==> config.mk <==
export PLATFORM = sky130hd
export DESIGN_NAME = morse_symbol_sequencer_flat
export DESIGN_NICKNAME = d
export VERILOG_FILES = /design/src/rtl/morse_symbol_sequencer_pkg.sv /design/src/rtl/morse_symbol_sequencer_if.sv /design/src/rtl/morse_symbol_sequencer_lut.sv /design/src/rtl/morse_symbol_sequencer.sv /design/src/flat_wrapper.sv
export SDC_FILE = /design/constraint.sdc
export NUM_CORES = 1
export LEC_CHECK = 0
export ABC_AREA = 1
export BUFFER_PORTS_ARGS = -buffer_cell sky130_fd_sc_hd__buf_2
export CAP_MARGIN = 20
export CORE_MARGIN = 2
export CORE_UTILIZATION = 45
export DETAILED_ROUTE_END_ITERATION = 6
export GPL_ROUTABILITY_DRIVEN = 1
export GPL_TIMING_DRIVEN = 0
export PLACE_DENSITY_LB_ADDON = 0.2
export RECOVER_POWER = 100
export SYNTH_ARGS = -nofsm -noshare
export SYNTH_HDL_FRONTEND = slang
export SYNTH_SLANG_ARGS = --single-unit
==> constraint.sdc <==
create_clock -name clk -period 4.6 [get_ports clk]
set_input_delay 0.92 -clock clk [delete_from_list [all_inputs] [get_ports clk]]
set_output_delay 0.92 -clock clk [all_outputs]
set_load 0.02 [all_outputs]
==> src/rtl/morse_symbol_sequencer_pkg.sv <==
// Shared definitions for the Morse symbol sequencer.
//   state_t        : sequencer FSM encoding
//   MAX_SYMBOLS    : dots/dashes held per letter (the LUT covers 1..5)
//   ASCII_UNKNOWN  : character emitted for unmapped or overflowed letters
package morse_pkg;

   typedef enum logic [1:0] {
      IDLE      = 2'd0,
      COLLECT   = 2'd1,
      WAIT_WORD = 2'd2
   } state_t;

   localparam int         MAX_SYMBOLS   = 5;
   localparam logic [7:0] ASCII_UNKNOWN = 8'h3F;

endpackage

==> src/rtl/morse_symbol_sequencer_if.sv <==
// Symbol-in / character-out bundle of the Morse symbol sequencer.
//   btn_in      : raw button level, 1 = pressed
//   sym_valid   : one-cycle pulse, a press was classified
//   sym_is_long : qualifies sym_valid, 1 = dash, 0 = dot
//   char_valid  : one-cycle pulse, char_code/char_err updated
//   char_code   : ASCII of the last letter, held between pulses
//   char_err    : last letter unmapped or overflowed, held between pulses
//   word_valid  : one-cycle pulse, word gap elapsed
//   busy        : sequencer is not idle
// slave = the sequencer, master = the upstream/downstream environment.
interface morse_symbol_sequencer_if;

   logic       btn_in;
   logic       sym_valid;
   logic       sym_is_long;
   logic       char_valid;
   logic [7:0] char_code;
   logic       char_err;
   logic       word_valid;
   logic       busy;

   modport slave (
      input  btn_in, sym_valid, sym_is_long,
      output char_valid, char_code, char_err, word_valid, busy
   );

   modport master (
      output btn_in, sym_valid, sym_is_long,
      input  char_valid, char_code, char_err, word_valid, busy
   );

endinterface

==> src/rtl/morse_symbol_sequencer_lut.sv <==
// Morse pattern to ASCII decoder, purely combinational.
//   i_sym_cnt : number of symbols in the letter (1..5 valid)
//   i_pattern : symbols, first one in bit 0, 1 = dash
//   o_err     : pattern has no A-Z/0-9 mapping
//   o_ascii   : decoded character, ASCII_UNKNOWN when o_err
module morse_lut
   import morse_pkg::*;
(
   input  logic [2:0] i_sym_cnt,
   input  logic [4:0] i_pattern,
   output logic       o_err,
   output logic [7:0] o_ascii
);

   logic [4:0] w_key;

   // Reorder so the first symbol is the MSB of the used field; the table
   // below then reads left to right like the Morse chart.
   always_comb begin
      w_key = '0;
      case (i_sym_cnt)
         3'd1:    w_key = {4'b0, i_pattern[0]};
         3'd2:    w_key = {3'b0, i_pattern[0], i_pattern[1]};
         3'd3:    w_key = {2'b0, i_pattern[0], i_pattern[1], i_pattern[2]};
         3'd4:    w_key = {1'b0, i_pattern[0], i_pattern[1], i_pattern[2], i_pattern[3]};
         3'd5:    w_key = {i_pattern[0], i_pattern[1], i_pattern[2], i_pattern[3], i_pattern[4]};
         default: w_key = '0;
      endcase
   end

   always_comb begin
      o_ascii = ASCII_UNKNOWN;
      case ({i_sym_cnt, w_key})
         {3'd2, 5'b00001}: o_ascii = 8'h41; // A .-
         {3'd4, 5'b01000}: o_ascii = 8'h42; // B -...
         {3'd4, 5'b01010}: o_ascii = 8'h43; // C -.-.
         {3'd3, 5'b00100}: o_ascii = 8'h44; // D -..
         {3'd1, 5'b00000}: o_ascii = 8'h45; // E .
         {3'd4, 5'b00010}: o_ascii = 8'h46; // F ..-.
         {3'd3, 5'b00110}: o_ascii = 8'h47; // G --.
         {3'd4, 5'b00000}: o_ascii = 8'h48; // H ....
         {3'd2, 5'b00000}: o_ascii = 8'h49; // I ..
         {3'd4, 5'b00111}: o_ascii = 8'h4A; // J .---
         {3'd3, 5'b00101}: o_ascii = 8'h4B; // K -.-
         {3'd4, 5'b00100}: o_ascii = 8'h4C; // L .-..
         {3'd2, 5'b00011}: o_ascii = 8'h4D; // M --
         {3'd2, 5'b00010}: o_ascii = 8'h4E; // N -.
         {3'd3, 5'b00111}: o_ascii = 8'h4F; // O ---
         {3'd4, 5'b00110}: o_ascii = 8'h50; // P .--.
         {3'd4, 5'b01101}: o_ascii = 8'h51; // Q --.-
         {3'd3, 5'b00010}: o_ascii = 8'h52; // R .-.
         {3'd3, 5'b00000}: o_ascii = 8'h53; // S ...
         {3'd1, 5'b00001}: o_ascii = 8'h54; // T -
         {3'd3, 5'b00001}: o_ascii = 8'h55; // U ..-
         {3'd4, 5'b00001}: o_ascii = 8'h56; // V ...-
         {3'd3, 5'b00011}: o_ascii = 8'h57; // W .--
         {3'd4, 5'b01001}: o_ascii = 8'h58; // X -..-
         {3'd4, 5'b01011}: o_ascii = 8'h59; // Y -.--
         {3'd4, 5'b01100}: o_ascii = 8'h5A; // Z --..
         {3'd5, 5'b11111}: o_ascii = 8'h30; // 0 -----
         {3'd5, 5'b01111}: o_ascii = 8'h31; // 1 .----
         {3'd5, 5'b00111}: o_ascii = 8'h32; // 2 ..---
         {3'd5, 5'b00011}: o_ascii = 8'h33; // 3 ...--
         {3'd5, 5'b00001}: o_ascii = 8'h34; // 4 ....-
         {3'd5, 5'b00000}: o_ascii = 8'h35; // 5 .....
         {3'd5, 5'b10000}: o_ascii = 8'h36; // 6 -....
         {3'd5, 5'b11000}: o_ascii = 8'h37; // 7 --...
         {3'd5, 5'b11100}: o_ascii = 8'h38; // 8 ---..
         {3'd5, 5'b11110}: o_ascii = 8'h39; // 9 ----.
         default:          o_ascii = ASCII_UNKNOWN;
      endcase
   end

   // '?' is never a mapped character, so it doubles as the miss flag.
   assign o_err = (o_ascii == ASCII_UNKNOWN);

endmodule

==> src/rtl/morse_symbol_sequencer.sv <==
// Morse symbol sequencer: collects classified dots/dashes into a letter,
// closes the letter after LETTER_GAP_TH idle cycles (one ASCII char out)
// and the word after WORD_GAP_TH idle cycles (word_valid pulse).
//   clk   : system clock
//   rst_n : asynchronous reset, active low
//   bus   : symbol inputs and character/word outputs (slave modport)
//
// state     | meaning
// ----------+-------------------------------------------------------------
// IDLE      | no letter in progress, gap counter held at 0
// COLLECT   | letter in progress, waiting for letter gap or next symbol
// WAIT_WORD | letter emitted, waiting for word gap or next letter
module morse_symbol_sequencer
   import morse_pkg::*;
#(
   parameter int unsigned LETTER_GAP_TH = 30000,
   parameter int unsigned WORD_GAP_TH   = 70000,
   parameter int unsigned CNT_W         = 17
) (
   input logic                     clk,
   input logic                     rst_n,
   morse_symbol_sequencer_if.slave bus
);

   localparam logic [CNT_W-1:0] LETTER_TC = CNT_W'(LETTER_GAP_TH - 1);
   localparam logic [CNT_W-1:0] WORD_TC   = CNT_W'(WORD_GAP_TH - 1);
   localparam logic [CNT_W-1:0] CNT_MAX   = '1;

   state_t           r_state,      w_state_nxt;
   logic [CNT_W-1:0] r_gap_cnt,    w_gap_cnt_nxt;
   logic [2:0]       r_sym_cnt,    w_sym_cnt_nxt;
   logic [4:0]       r_pattern,    w_pattern_nxt;
   logic             r_ovf,        w_ovf_nxt;
   logic [7:0]       r_char_code,  w_char_code_nxt;
   logic             r_char_err,   w_char_err_nxt;
   logic             r_char_valid, w_char_valid_nxt;
   logic             r_word_valid, w_word_valid_nxt;

   logic             w_gap_run;
   logic             w_lut_err;
   logic [7:0]       w_lut_ascii;

   morse_lut u_lut (
      .i_sym_cnt (r_sym_cnt),
      .i_pattern (r_pattern),
      .o_err     (w_lut_err),
      .o_ascii   (w_lut_ascii)
   );

   // Any button activity or new symbol restarts the idle-gap measurement.
   assign w_gap_run = !(bus.btn_in || bus.sym_valid);

   always_comb begin
      w_state_nxt      = r_state;
      w_gap_cnt_nxt    = r_gap_cnt;
      w_sym_cnt_nxt    = r_sym_cnt;
      w_pattern_nxt    = r_pattern;
      w_ovf_nxt        = r_ovf;
      w_char_code_nxt  = r_char_code;
      w_char_err_nxt   = r_char_err;
      w_char_valid_nxt = 1'b0;
      w_word_valid_nxt = 1'b0;

      // Symbol storage is common to all states: sym_cnt is already 0 in
      // IDLE and WAIT_WORD, so the symbol lands as the first of a letter.
      if (bus.sym_valid) begin
         if (r_sym_cnt < 3'(MAX_SYMBOLS)) begin
            w_pattern_nxt[r_sym_cnt] = bus.sym_is_long;
            w_sym_cnt_nxt            = r_sym_cnt + 3'd1;
         end else begin
            w_ovf_nxt = 1'b1;
         end
      end

      if (r_state == IDLE || !w_gap_run) begin
         w_gap_cnt_nxt = '0;
      end else if (r_gap_cnt != CNT_MAX) begin
         w_gap_cnt_nxt = r_gap_cnt + 1'b1;
      end

      case (r_state)
         IDLE: begin
            if (bus.sym_valid) begin
               w_state_nxt = COLLECT;
            end
         end
         COLLECT: begin
            if (w_gap_run && r_gap_cnt == LETTER_TC) begin
               w_char_valid_nxt = 1'b1;
               w_char_err_nxt   = w_lut_err || r_ovf;
               w_char_code_nxt  = (w_lut_err || r_ovf) ? ASCII_UNKNOWN : w_lut_ascii;
               w_sym_cnt_nxt    = '0;
               w_pattern_nxt    = '0;
               w_ovf_nxt        = 1'b0;
               w_state_nxt      = WAIT_WORD;
            end
         end
         WAIT_WORD: begin
            if (bus.sym_valid) begin
               w_state_nxt = COLLECT;
            end else if (w_gap_run && r_gap_cnt == WORD_TC) begin
               w_word_valid_nxt = 1'b1;
               w_gap_cnt_nxt    = '0;
               w_state_nxt      = IDLE;
            end
         end
         default: begin
            w_state_nxt   = IDLE;
            w_gap_cnt_nxt = '0;
         end
      endcase
   end

   always_ff @(posedge clk or negedge rst_n) begin
      if (!rst_n) begin
         r_state      <= IDLE;
         r_gap_cnt    <= '0;
         r_sym_cnt    <= '0;
         r_pattern    <= '0;
         r_ovf        <= 1'b0;
         r_char_code  <= 8'h00;
         r_char_err   <= 1'b0;
         r_char_valid <= 1'b0;
         r_word_valid <= 1'b0;
      end else begin
         r_state      <= w_state_nxt;
         r_gap_cnt    <= w_gap_cnt_nxt;
         r_sym_cnt    <= w_sym_cnt_nxt;
         r_pattern    <= w_pattern_nxt;
         r_ovf        <= w_ovf_nxt;
         r_char_code  <= w_char_code_nxt;
         r_char_err   <= w_char_err_nxt;
         r_char_valid <= w_char_valid_nxt;
         r_word_valid <= w_word_valid_nxt;
      end
   end

   assign bus.char_valid = r_char_valid;
   assign bus.char_code  = r_char_code;
   assign bus.char_err   = r_char_err;
   assign bus.word_valid = r_word_valid;
   assign bus.busy       = (r_state != IDLE);

endmodule

==> src/flat_wrapper.sv <==
// flat-port wrapper written by rule: the top's interface ports become plain ports
module morse_symbol_sequencer_flat import morse_pkg::*;
#(
   parameter int unsigned LETTER_GAP_TH = 30000,
   parameter int unsigned WORD_GAP_TH   = 70000,
   parameter int unsigned CNT_W         = 17
)
  (clk, rst_n, bus_btn_in, bus_sym_valid, bus_sym_is_long, bus_char_valid, bus_char_code, bus_char_err, bus_word_valid, bus_busy);
  morse_symbol_sequencer_if bus_i ();
  input logic clk;
  input logic rst_n;
  input wire logic [$bits(bus_i.btn_in)-1:0] bus_btn_in;
  input wire logic [$bits(bus_i.sym_valid)-1:0] bus_sym_valid;
  input wire logic [$bits(bus_i.sym_is_long)-1:0] bus_sym_is_long;
  output wire logic [$bits(bus_i.char_valid)-1:0] bus_char_valid;
  output wire logic [$bits(bus_i.char_code)-1:0] bus_char_code;
  output wire logic [$bits(bus_i.char_err)-1:0] bus_char_err;
  output wire logic [$bits(bus_i.word_valid)-1:0] bus_word_valid;
  output wire logic [$bits(bus_i.busy)-1:0] bus_busy;
  assign bus_i.btn_in = bus_btn_in;
  assign bus_i.sym_valid = bus_sym_valid;
  assign bus_i.sym_is_long = bus_sym_is_long;
  assign bus_char_valid = bus_i.char_valid;
  assign bus_char_code = bus_i.char_code;
  assign bus_char_err = bus_i.char_err;
  assign bus_word_valid = bus_i.word_valid;
  assign bus_busy = bus_i.busy;
  morse_symbol_sequencer #(.LETTER_GAP_TH(LETTER_GAP_TH), .WORD_GAP_TH(WORD_GAP_TH), .CNT_W(CNT_W)) u_core (.clk(clk), .rst_n(rst_n), .bus(bus_i));
endmodule
**Yosys cells after proc, flatten, opt, wreduce, memory -nomap -nowiden**

Cells that the tools add are included.

- Register bits: 39
- Bits of input ports: 5
- Output and inout port bits: 12
- Word-level logic and storage cells: 109

- Add/sub/neg operators: 2
- Magnitude comparators: 3
- Eq/ne operators: 50
- Mux-type cells: 33
- Reductions and logical operators: 12

Operators with widths:

| cell | number |
|---|---|
| case mux 7 bit (36 select lines) | 1 |
| == test 8 bit (second input constant) | 22 |
| == test 8 x 7 -> 1 bit (second input constant) | 12 |
| two-way mux 17 bit | 4 |
| case mux 17 bit (2 select lines) | 1 |
| case mux 5 bit (5 select lines) | 1 |
| two-way mux 5 bit | 4 |
| adder 17 x 1 -> 17 bit (second input constant) | 1 |
| == test 17 x 15 -> 1 bit (second input constant) | 1 |
| == test 17 bit (second input constant) | 1 |
| != test 17 bit (second input constant) | 1 |
| == test 8 x 6 -> 1 bit (second input constant) | 2 |
| two-way mux 3 bit | 4 |
| two-way mux 1 bit | 10 |
| two-way mux 2 bit | 4 |
| == test 7 x 6 -> 1 bit (second input constant) | 1 |
| two-way mux 7 bit | 1 |
| == test 3 x 2 -> 1 bit (second input constant) | 2 |
| == test 3 bit (second input constant) | 2 |
| case mux 2 bit (3 select lines) | 1 |
| bitwise mux 5 bit | 1 |
| less-than comparator 3 x 4 -> 1 bit (second input constant) | 1 |
| adder 3 x 1 -> 3 bit (second input constant) | 1 |
| demux 1 bit (select 3 bit) | 1 |
| 16 further kinds | 20 |

**Logic depth before layout (Yosys ltp)**

Gate-level depths: netlist (run 1).

- Word-level depth: 9
- Mapped depth: 17
- Mapped depth without buffers: 17

**By module**

A second synthesis (run 1) with hierarchy kept.

- Cells, all modules: 553
- Area, all modules: 3488.3 µm²

Modules (own cells, without submodules):

| module | times used | cells each | area an instance (µm²) | seq. area each (µm²) |
|---|---|---|---|---|
| morse_symbol_sequencer | 1 | 326 | 2361.0 | 975.9 |
| morse_lut | 1 | 227 | 1127.3 | 0.0 |

**Worst setup path before layout (run 1)**

No wires, ideal clock.

- Kind: in2reg
- Start point: in bus_sym_valid
- End point: reg u_core.r_char_code[4] (netlist: u_core.bus.char_code[4])
- Library setup time: 0.113 ns
- Data arrival time: 2.147 ns
- Required time: 4.487 ns
- Slack: 2.340 ns
- Stages: 10
- Path buffers: 0
- Cells stage by stage: nor2_1 inv_2 nor4_2 nand3_1 inv_2 nand2_1 nor3_1 nand3_1 nand2_1 inv_1

- Word-level cells in the longest chain between the ends: 4

RTL lines:

| what | line | source |
|---|---|---|
| start: declaration | flat_wrapper.sv:13 | `input wire logic [$bits(bus_i.sym_valid)-1:0] bus_sym_valid;` |
| logical OR 1 bit | morse_symbol_sequencer.sv:51 | `assign w_gap_run = !(bus.btn_in \|\| bus.sym_valid);` |
| zero test 1 bit | morse_symbol_sequencer.sv:51 |  |
| logical AND 1 bit | morse_symbol_sequencer.sv:88 | `if (w_gap_run && r_gap_cnt == LETTER_TC) begin` |
| AND reduction 2 bit (no source line) | -- |  |
| end signal: assignment | morse_symbol_sequencer.sv:131 | `r_char_code <= w_char_code_nxt;` |
| end: declaration | morse_symbol_sequencer.sv:34 | `logic [7:0] r_char_code, w_char_code_nxt;` |

No other way between the ends.
A chain may end at the register's enable or synchronous reset.

**Final worst setup path (run 1)**

Same ends and word-level chain as after synthesis.

==> results of run 1 <==
## area by class of cell
type	instances	area [um^2]
Fill cell	615	2940
Multi-Input combinational cell	304	1620
Sequential cell	38	951
Inverter	59	221
Tap cell	75	93.8
Clock buffer	6	82.6
Timing Repair Buffer	15	58.8
Buffer	5	37.5
Clock inverter	2	12.5
## report_power, final
part           leakage [nW]  switching [W]  total [W]  internal (W)
Clock                0.0472       0.000117   0.000238      0.000120
Combinational          1.03       0.000485   0.000712      0.000227
Sequential            0.505      0.0000523   0.000419      0.000367
Total                  1.58       0.000654    0.00137      0.000714
## flip-flops by register name, summed over array words and instances, names as in the netlist
| register | flops |
|---|---|
| u_core.bus.char_err | 1 |
| u_core.r_pattern | 5 |
| u_core.bus.word_valid | 1 |
| u_core.bus.char_code | 7 |
| u_core.bus.char_valid | 1 |
| u_core.r_state | 2 |
| u_core.r_sym_cnt | 3 |
| u_core.r_gap_cnt | 17 |
| u_core.r_ovf | 1 |
## placed cells by master, fill, tap and decap left out, drive strengths merged
| master | count |
|---|---|
| dfrtp | 38 |
| o21ai | 9 |
| buf | 5 |
| and3 | 1 |
| inv | 56 |
| and3b | 1 |
| and2 | 1 |
| clkbuf | 21 |
| nor3b | 2 |
| clkinv | 4 |
| nor2 | 62 |
| nand2 | 99 |
| a211oi | 1 |
| a2bb2oi | 2 |
| xor2 | 5 |
| o211ai | 3 |
| nand4 | 16 |
| or2 | 5 |
| nor4 | 6 |
| xnor2 | 3 |
| nand3 | 54 |
| a21oi | 9 |
| nor3 | 14 |
| a31oi | 1 |
| mux2 | 2 |
| ha | 6 |
| a21boi | 1 |
| conb | 1 |
| clkinvlp | 1 |
## logic make-up after synthesis
kind of cell | share of synthesized area (%)
AO/OA/AOI/OAI | 5.50
buffers and inverters | 9.10
XOR/XNOR | 2.46
adder cells (fa/ha/maj) | 2.64
other | 0.132
flip-flops | 33.4
multiplexers | 0.792
AND/OR/NAND/NOR | 46.0
## cell usage after synthesis, drive strengths merged
cell type	count	area, um^2
nand3	54	313
o211ai	3	27.5
ha	6	75.1
buf	3	30.0
dfrtp	38	951
clkbuf	2	7.51
a21oi	9	45.0
xnor2	3	26.3
mux2	2	22.5
nor3b	2	15.0
nor4	6	43.8
or2	5	31.3
and2	1	6.26
nor3	14	80.1
a211oi	1	7.51
xor2	5	43.8
a21boi	1	7.51
nand4	16	100
clkinv	1	3.75
and3b	1	8.76
and3	1	6.26
nand2	99	397
a31oi	1	6.26
conb	1	3.75
inv	58	218
nor2	62	307
o21ai	9	45.0
a2bb2oi	2	17.5
## layer usage
metal / vias up / global-route usage, % / part of all wire [%]
li1: 1364 / - / -
met1: 1213 / 25.4 / 48
met2: 71 / 30.6 / 45
met3: 17 / 3.46 / 3.9
met4: 0 / 7.33 / 2.9
met5: - / 0 / 0
## metrics by stage
step,setup WS [ns],power [W],instance area [um^2]
2_1_floorplan,2.34,0.000978,2850
3_3_place_gp,1.81,0.00113,3010
3_5_place_dp,1.88,0.00113,3010
4_1_cts,2.14,0.00137,3110
5_1_grt,1.53,0.00147,3080
6_report,1.92,0.00137,3080
## worst max-delay path, delay by kind of cell
kind,cells,cell delay [ns]
buffers and inverters,4,0.53
and+or+nand+nor,7,1.41
## path summary, 6_finish.rpt
| check | to | slack (ns) | startpoint |
|---|---|---|---|
| setup / recovery | u_core.bus.char_code[4]$_DFFE_PN0P_ | 1.92 | bus_sym_valid |
| hold / removal | u_core.bus.char_code[6]$_DFFE_PN0P_ | 0.51 | u_core.bus.char_code[6]$_DFFE_PN0P_ |
| setup reg to reg | u_core.r_gap_cnt[11]$_DFF_PN0_ | 2.05 | u_core.r_gap_cnt[0]$_DFF_PN0_ |
| hold reg to reg | u_core.bus.char_code[6]$_DFFE_PN0P_ | 0.51 | u_core.bus.char_code[6]$_DFFE_PN0P_ |
| max in group asynchronous | u_core.bus.char_code[6]$_DFFE_PN0P_ | 2.25 | rst_n |
| min in group asynchronous | u_core.r_pattern[1]$_DFF_PN0_ | 1.19 | rst_n |
==> key figures, run 1 <==
Status
  – Status: finished, violations left
  – Failing checks: capacitance limit, slew limit

Floorplan
  – Starting Density: between 40% and 50%
  – Die span in y: between 80 and 90 um
  – Io pins: 17
  – # rows: 28
  – Core footprint: 0.00603 mm^2
  – Die Wd: between 80 and 90 um
  – Die Area: around 0.0070 mm^2

Routing
  – DRC errors left: 0
  – Antenna Nets Post-Route: 0
  – Via count: about 2700
  – 1st-iter DRT viols: between 100 and 150
  – DR pass1 iterations: 5
  – Routed WL per cell: about 13 um
  – DRT Wirelength: 6.51 mm
  – Vias per inst: 5.29

STA
  – F_max: approximately 0.37 GHz
  – Tightest Pin Transition: about 2.0 ns
  – Minimum hold slack: roughly 0.5 ns
  – Final setup fails: 0
  – Fin. Hold Viols: 0
  – Crit path time final: about 2.7 ns
  – Clk_skew: slightly below 0.006 ns
  – TNS Setup: 0 ns
  – Fin. max-slew vios: 39
  – Slew HR: -34.1%
  – Final period util: between 50% and 60%
  – RSZ-0062 raised after global routing: no

Min path
  – Worst hold path depth: 2
  – Hold crit path type: reg -> reg

Clock network
  – CTS buffer count: 5
  – Root Driver: clkbuf_8
  – Clock transition at the registers of the reported paths: approximately 0.07 ns
  – Sinks on Clock Net: 38
  – Post-CTS setup buffer count: 0
  – H-tree depth: 2
  – Hold-fix buffers, CTS: 0
  – Max clock buf depth: 2
  – Clock latency on the worst-skew pair: a little under 0.3 ns
  – CTS tree: yes
  – Post_cts resized: 0

Global routing
  – GRT Util Overall: 19.0%
  – First-pass GRT wire length: 10.9 mm
  – Initial antenna violation count: 0
  – Remaining Overflow, GRT: 0
  – Largest net degree at the start of global routing: 39
  – Vias in the first global route: roughly 2400

Synth
  – Gate Count Post-Synth: 406
  – Synth Area per Inst: around 7 um^2
  – #FFs+latches synth: 38
  – Unique cell type count in the Yosys netlist: 39
  – Mapped Area: approximately 0.0028 mm^2
  – Mapped Nets: roughly 420
  – Sequential area share after synthesis: between 30% and 40%
  – Total number of yosys warnings: 0

Layout
  – Post-route insts no fill: slightly above 500
  – Area Growth Syn to Fin: 8.31%
  – # diodes: 0
  – Layout cells sized above 1: about 14%
  – Final core occ: 51.1%
  – Layout Nets: 439

Critical path
  – WS Path Type: in -> reg
  – Worst path cell trace: clkbuf_1 > nor2_1 > clkinv_1 > nor4_1 > nand3_1 > inv_1 > nand2_1 > nor3_1 > nand3_1 > nand2_1 > inv_1
  – CP max stage cell: nor4_1
  – Startpoint types: input port
  – Critical path peak fanout: 9
  – Req. time, crit path: roughly 4.8 ns
  – CP max stage delay: about 0.37 ns
  – Arrival time at the worst endpoint: 2.88 ns
  – Crit. End Element: flop
  – R2R depth: 11

Job
  – Max Cap Violations: 1

Place
  – Global placement routability congestion: a little under 1
  – Placed Cells: 496
  – Buffers on Ports: 15
  – Hpwl dp: 4.91 mm

Pwr
  – Pwr per Cell Area: roughly 440 mW/mm^2
  – Leakage: 1.58 nW
  – Maximum vdd ir drop: around 0.21 mV
(Power assumes the default switching activity.)
==> run 2, diff against run 1 <==
--- a/config.mk
+++ b/config.mk
@@ -5,7 +5,7 @@
 export SDC_FILE = /design/constraint.sdc
 export NUM_CORES = 1
 export LEC_CHECK = 0
-export ABC_AREA = 1
+export ABC_AREA = 0
 export BUFFER_PORTS_ARGS = -buffer_cell sky130_fd_sc_hd__buf_2
 export CAP_MARGIN = 20
 export CORE_MARGIN = 2
==> constraint.sdc (replaced) <==
create_clock -name clk -period 2.25 [get_ports clk]
set_input_delay 0.45 -clock clk [delete_from_list [all_inputs] [get_ports clk]]
set_output_delay 0.45 -clock clk [all_outputs]
set_load 0.02 [all_outputs]
==> run 2 against run 1 <==
Compared with the run above: the flow finishes with violations (setup timing); global-route usage increased by 6.0 points; sequential cell count unchanged; clock power increased by 150%; critical path depth unchanged; register-to-register slack got worse by 2.4 ns; critical path type is now reg -> reg.
==> key figures, run 2 <==
Floorplan
  – Die Wd: 79.1 um (was 83.5 um)
  – Io pins: 17 (unchanged)
  – Die Area: 0.00626 mm^2 (was 0.00697 mm^2)
  – Die span in y: 79.1 um (was 83.5 um)
  – Starting Density: 46.4% (was 47.2%)
  – # rows: 27 (was 28)
  – Core footprint: 0.00547 mm^2 (was 0.00603 mm^2)

Critical path
  – Reg2Reg Setup Slack: -0.39 ns (was 2.05 ns)
  – Req. time, crit path: 2.47 ns (was 4.79 ns)
  – WS Path Type: reg -> reg (was in -> reg)
  – Startpoint types: flop (was input port)
  – RR Startpoint: u_core.r_sym_cnt[0]$_DFF_PN0_ (was u_core.r_gap_cnt[0]$_DFF_PN0_)
  – Critical path peak fanout: 6 (was 9)
  – Crit. End Element: flop (unchanged)
  – Reg2Reg Capture Point: u_core.bus.char_code[3]$_DFFE_PN0P_ (was u_core.r_gap_cnt[11]$_DFF_PN0_)
  – R2R depth: 11 (unchanged)
  – Arrival time at the worst endpoint: 2.85 ns (was 2.88 ns)

Synth
  – Unique cell type count in the Yosys netlist: 60 (was 39)
  – Synth area leader: dfrtp_1 (unchanged)
  – Ranking of synthesized cells by area: dfrtp_1 (37%), nor2_1 (6.7%), nand2_1 (4.7%) (was dfrtp_1 (33%), nand2_1 (12%), nand3_1 (8.3%))
  – Synth Area per Inst: 8.38 um^2 (was 7.01 um^2)
  – Mapped Nets: 314 (was 417)
  – Share of Yosys cell area claimed by the top area cell type: 37.4% (was 33.4%)
  – Area share of xor/xnor cells in the synthesized design: 5.17% (was 2.46%)
  – Post-synthesis mux area share: 1.58% (was 0.792%)
  – #FFs+latches synth: 38 (unchanged)
  – Top-count cell post-synth: nor2_1 (was nand2_1)
  – Largest family of logic cells by synthesized area: simple AND/OR/NAND/NOR gates (unchanged)
  – Post-Synth Simple-Gate Area: 28.1% (was 46.0%)
  – Mapped Area: 0.00254 mm^2 (was 0.00285 mm^2)
  – Top_reg_cell synth: dfrtp_1 (unchanged)
  – Post-synth EDFFs: 0 (unchanged)
  – Synth cell count leaders: nor2_1 (45), dfrtp_1 (38), nand2_1 (32) (was nand2_1 (89), inv_1 (49), nor2_1 (48))
  – Total number of yosys warnings: 0 (unchanged)
  – Async SR Flop Fraction: 100% (unchanged)
  – Adder-cell area share of the yosys netlist: 2.96% (was 2.64%)
  – Gate Count Post-Synth: 303 (was 406)
  – Sequential area share after synthesis: 37.4% (was 33.4%)
  – Post-synthesis compound-gate area fraction: 20.7% (was 5.50%)

STA
  – RSZ-0062 raised after global routing: yes (was no)
  – Tightest Pin Transition: 0.937 ns (was 2.01 ns)
  – Fin. Hold Viols: 0 (unchanged)
  – Final period util: 117%
  – Fin. max-slew vios: 0 (was 39)
  – Clk_skew: 0.00926 ns (was 0.00587 ns)
  – Final setup fails: 29 (was 0)
  – F_max: 0.379 GHz
  – Final WS setup: -0.387 ns (was 1.92 ns)
  – Crit path time final: around 2.6 ns
  – Slew HR: 37.5% (was -34.1%)

Min path
  – Hold crit path type: in -> async (was reg -> reg)

Layout
  – Layout Nets: 376 (was 439)
  – Commonest non-fill, non-tap cell in the layout: dfrtp_1 (was nand2_1)
  – # diodes: 0 (unchanged)
  – Commonest cells after routing, fill and taps aside: dfrtp_1 (38), buf_4 (36), nand2_1 (28) (was nand2_1 (89), inv_1 (50), nor2_1 (48))
  – Area Growth Syn to Fin: 42.4% (was 8.31%)
  – Layout cells sized above 1: 37.0% (was 13.8%)
  – Final instance area: 0.00362 mm^2 (was 0.00308 mm^2)
  – Max reg flops: 17 (unchanged)
  – Most flops, register: u_core.r_gap_cnt (unchanged)

Routing
  – Routed WL per cell: 17.5 um (was 12.9 um)
  – DR pass1 iterations: 7 (was 5)
  – Antenna Nets Post-Route: 0 (unchanged)
  – 1st-iter DRT viols: 198 (was 141)
  – Vias per inst: 5.98 (was 5.29)
  – DRT Wirelength: 7.66 mm (was 6.51 mm)
  – DRC errors left: 0 (unchanged)
  – Via count: 2613 (was 2665)

Clock network
  – Clock transition at the registers of the reported paths: 0.08 ns (was 0.07 ns)
  – Root Driver: clkbuf_8 (unchanged)
  – Max clock buf depth: 2 (unchanged)
  – Hold-fix buffers, CTS: 0 (unchanged)
  – CTS tree: yes (unchanged)
  – H-tree depth: 2 (unchanged)
  – Sinks on Clock Net: 38 (unchanged)
  – CTS buffer count: 5 (unchanged)
  – Clock latency on the worst-skew pair: 0.29 ns (about the same)

Job
  – Max Cap Violations: 0 (was 1)

Pwr
  – Cell Int Power: 0.00250 W (was 0.000714 W)
  – Sw Pwr: 0.00193 W (was 0.000654 W)
  – Seq pwr share: 19.3% (was 30.6%)
  – Leakage: 1.48 nW (was 1.58 nW)
  – Maximum vdd ir drop: 0.670 mV (was 0.211 mV)
  – Pwr per Cell Area: 1230 mW/mm^2 (was 444 mW/mm^2)
  – Gate power share: 67.3% (was 52.0%)
  – Clock share of power: 13.4% (was 17.4%)
  – Sw Ratio: 43.6% (was 47.8%)

Global routing
  – Initial antenna violation count: 0 (unchanged)
  – First-pass GRT wire length: 12.4 mm (was 10.9 mm)
  – Met2 Resource Use GR: 44.5% (was 30.6%)
  – Remaining Overflow, GRT: 0 (unchanged)
  – Vias in the first global route: 2677 (was 2380)
  – Largest net degree at the start of global routing: 39 (unchanged)
  – Grt met1 use: 29.9% (was 25.4%)
  – GR peak layer: met2 (unchanged)
  – GRT Util Overall: 25.0% (was 19.0%)
  – Met3 Use GR: 3.41% (was 3.46%)

Place
  – Hpwl dp: 4.78 mm (was 4.91 mm)
  – Global placement routability congestion: 0.883 (was 0.967)
  – Placed inst area: 0.00287 mm^2 (was 0.00301 mm^2)
  – Buffers on Ports: 15 (unchanged)
  – Pre-CTS setup slack: -0.713 ns (was 1.88 ns)

Status
  – Failing checks: setup timing (was capacitance limit, slew limit)
  – Status: finished, violations left (unchanged)
-- run 2: cell types whose count changed after synthesis, sizes merged, moves of 9 or more --
cell,previous run,this run
nor2,62,45
inv,58,7
nand2,99,32
nor3,14,4
clkbuf,2,11
nand3,54,16
-- run 2: cell families after synthesis --
kind of cell / after synthesis
buffers and inverters: 24
multiplexers: 4
AND/OR/NAND/NOR: 141
XOR/XNOR: 15
other: 1
flip-flops: 38
AO/OA/AOI/OAI: 74
adder cells (fa/ha/maj): 6
-- run 2: routing by layer --
| metal | vias up | wire length, um |
|---|---|---|
| met4 | 0 | 163 |
| met5 | - | 0 |
| met3 | 17 | 278 |
| li1 | 1234 | - |
| met1 | 1290 | 3080 |
| met2 | 72 | 4130 |
-- run 2: power groups by stage --
stage | combinational (W) | clock, W | sequential (W)
after global placement | 0.00202 | 0 | 0.000828
after global routing | 0.00318 | 0.000642 | 0.000868
after floorplan | 0.00160 | 0 | 0.000812
after detailed placement | 0.00202 | 0 | 0.000830
after CTS | 0.00257 | 0.000604 | 0.000851
final | 0.00299 | 0.000594 | 0.000855
-- run 2: final cells by class --
cell class,count,area [um^2]
clock inverter,1,30.0
tap,72,90.1
clock buffer,6,82.6
multi-input combinational,242,1860
inverter,7,41.3
buffer,14,150
sequential,38,951
fill,456,1860
timing repair buffer,57,413
-- run 2: how the worst max path moves through the flow --
stage,to,start,depth (start not counted)
global route,u_core.bus.char_code[1]$_DFFE_PN0P_,u_core.r_sym_cnt[1]$_DFF_PN0_,13
detailed placement,u_core.bus.char_code[3]$_DFFE_PN0P_,u_core.r_sym_cnt[2]$_DFF_PN0_,13
global placement,u_core.bus.char_code[2]$_DFFE_PN0P_,u_core.r_sym_cnt[2]$_DFF_PN0_,12
CTS,u_core.bus.char_code[3]$_DFFE_PN0P_,u_core.r_sym_cnt[0]$_DFF_PN0_,11
floorplan,u_core.bus.char_code[4]$_DFFE_PN0P_,u_core.r_sym_cnt[2]$_DFF_PN0_,12
finish,u_core.bus.char_code[3]$_DFFE_PN0P_,u_core.r_sym_cnt[0]$_DFF_PN0_,11
-- run 2: per-stage QoR --
stage               hold slack, ns  TNS (ns)  total power (W)  utilization [%]  cells
floorplan                    0.154     -2.26          0.00242                -    303
global placement             0.479    -10.47          0.00285             52.5    390
detailed placement           0.483    -10.68          0.00285             52.5    390
CTS                          0.300     -2.77          0.00403             62.7    429
global route                 0.384     -6.67          0.00470             66.1    437
finish                       0.298     -4.10          0.00444             66.1    437
-- run 2: timing repair --
action | in CTS | in global routing
resized for setup | 43 | 50
setup endpoints to repair | 32 | 36
endpoints found under the hold margin | 0 | 0
cloned | 2 | 1
pin swaps | 31 | 27
buffers inserted | 32 | 10
-- run 2: critical path: stages (launching register included) --
cell and delay [ns]:
dfrtp_1 0.43, ha_2 0.23, ha_4 0.19, a32o_2 0.27
a31oi_4 0.18, buf_8 0.14, nor3_4 0.04, a222oi_1 0.41
o31a_1 0.25, nand4_1 0.11, buf_4 0.17, a31oi_1 0.16
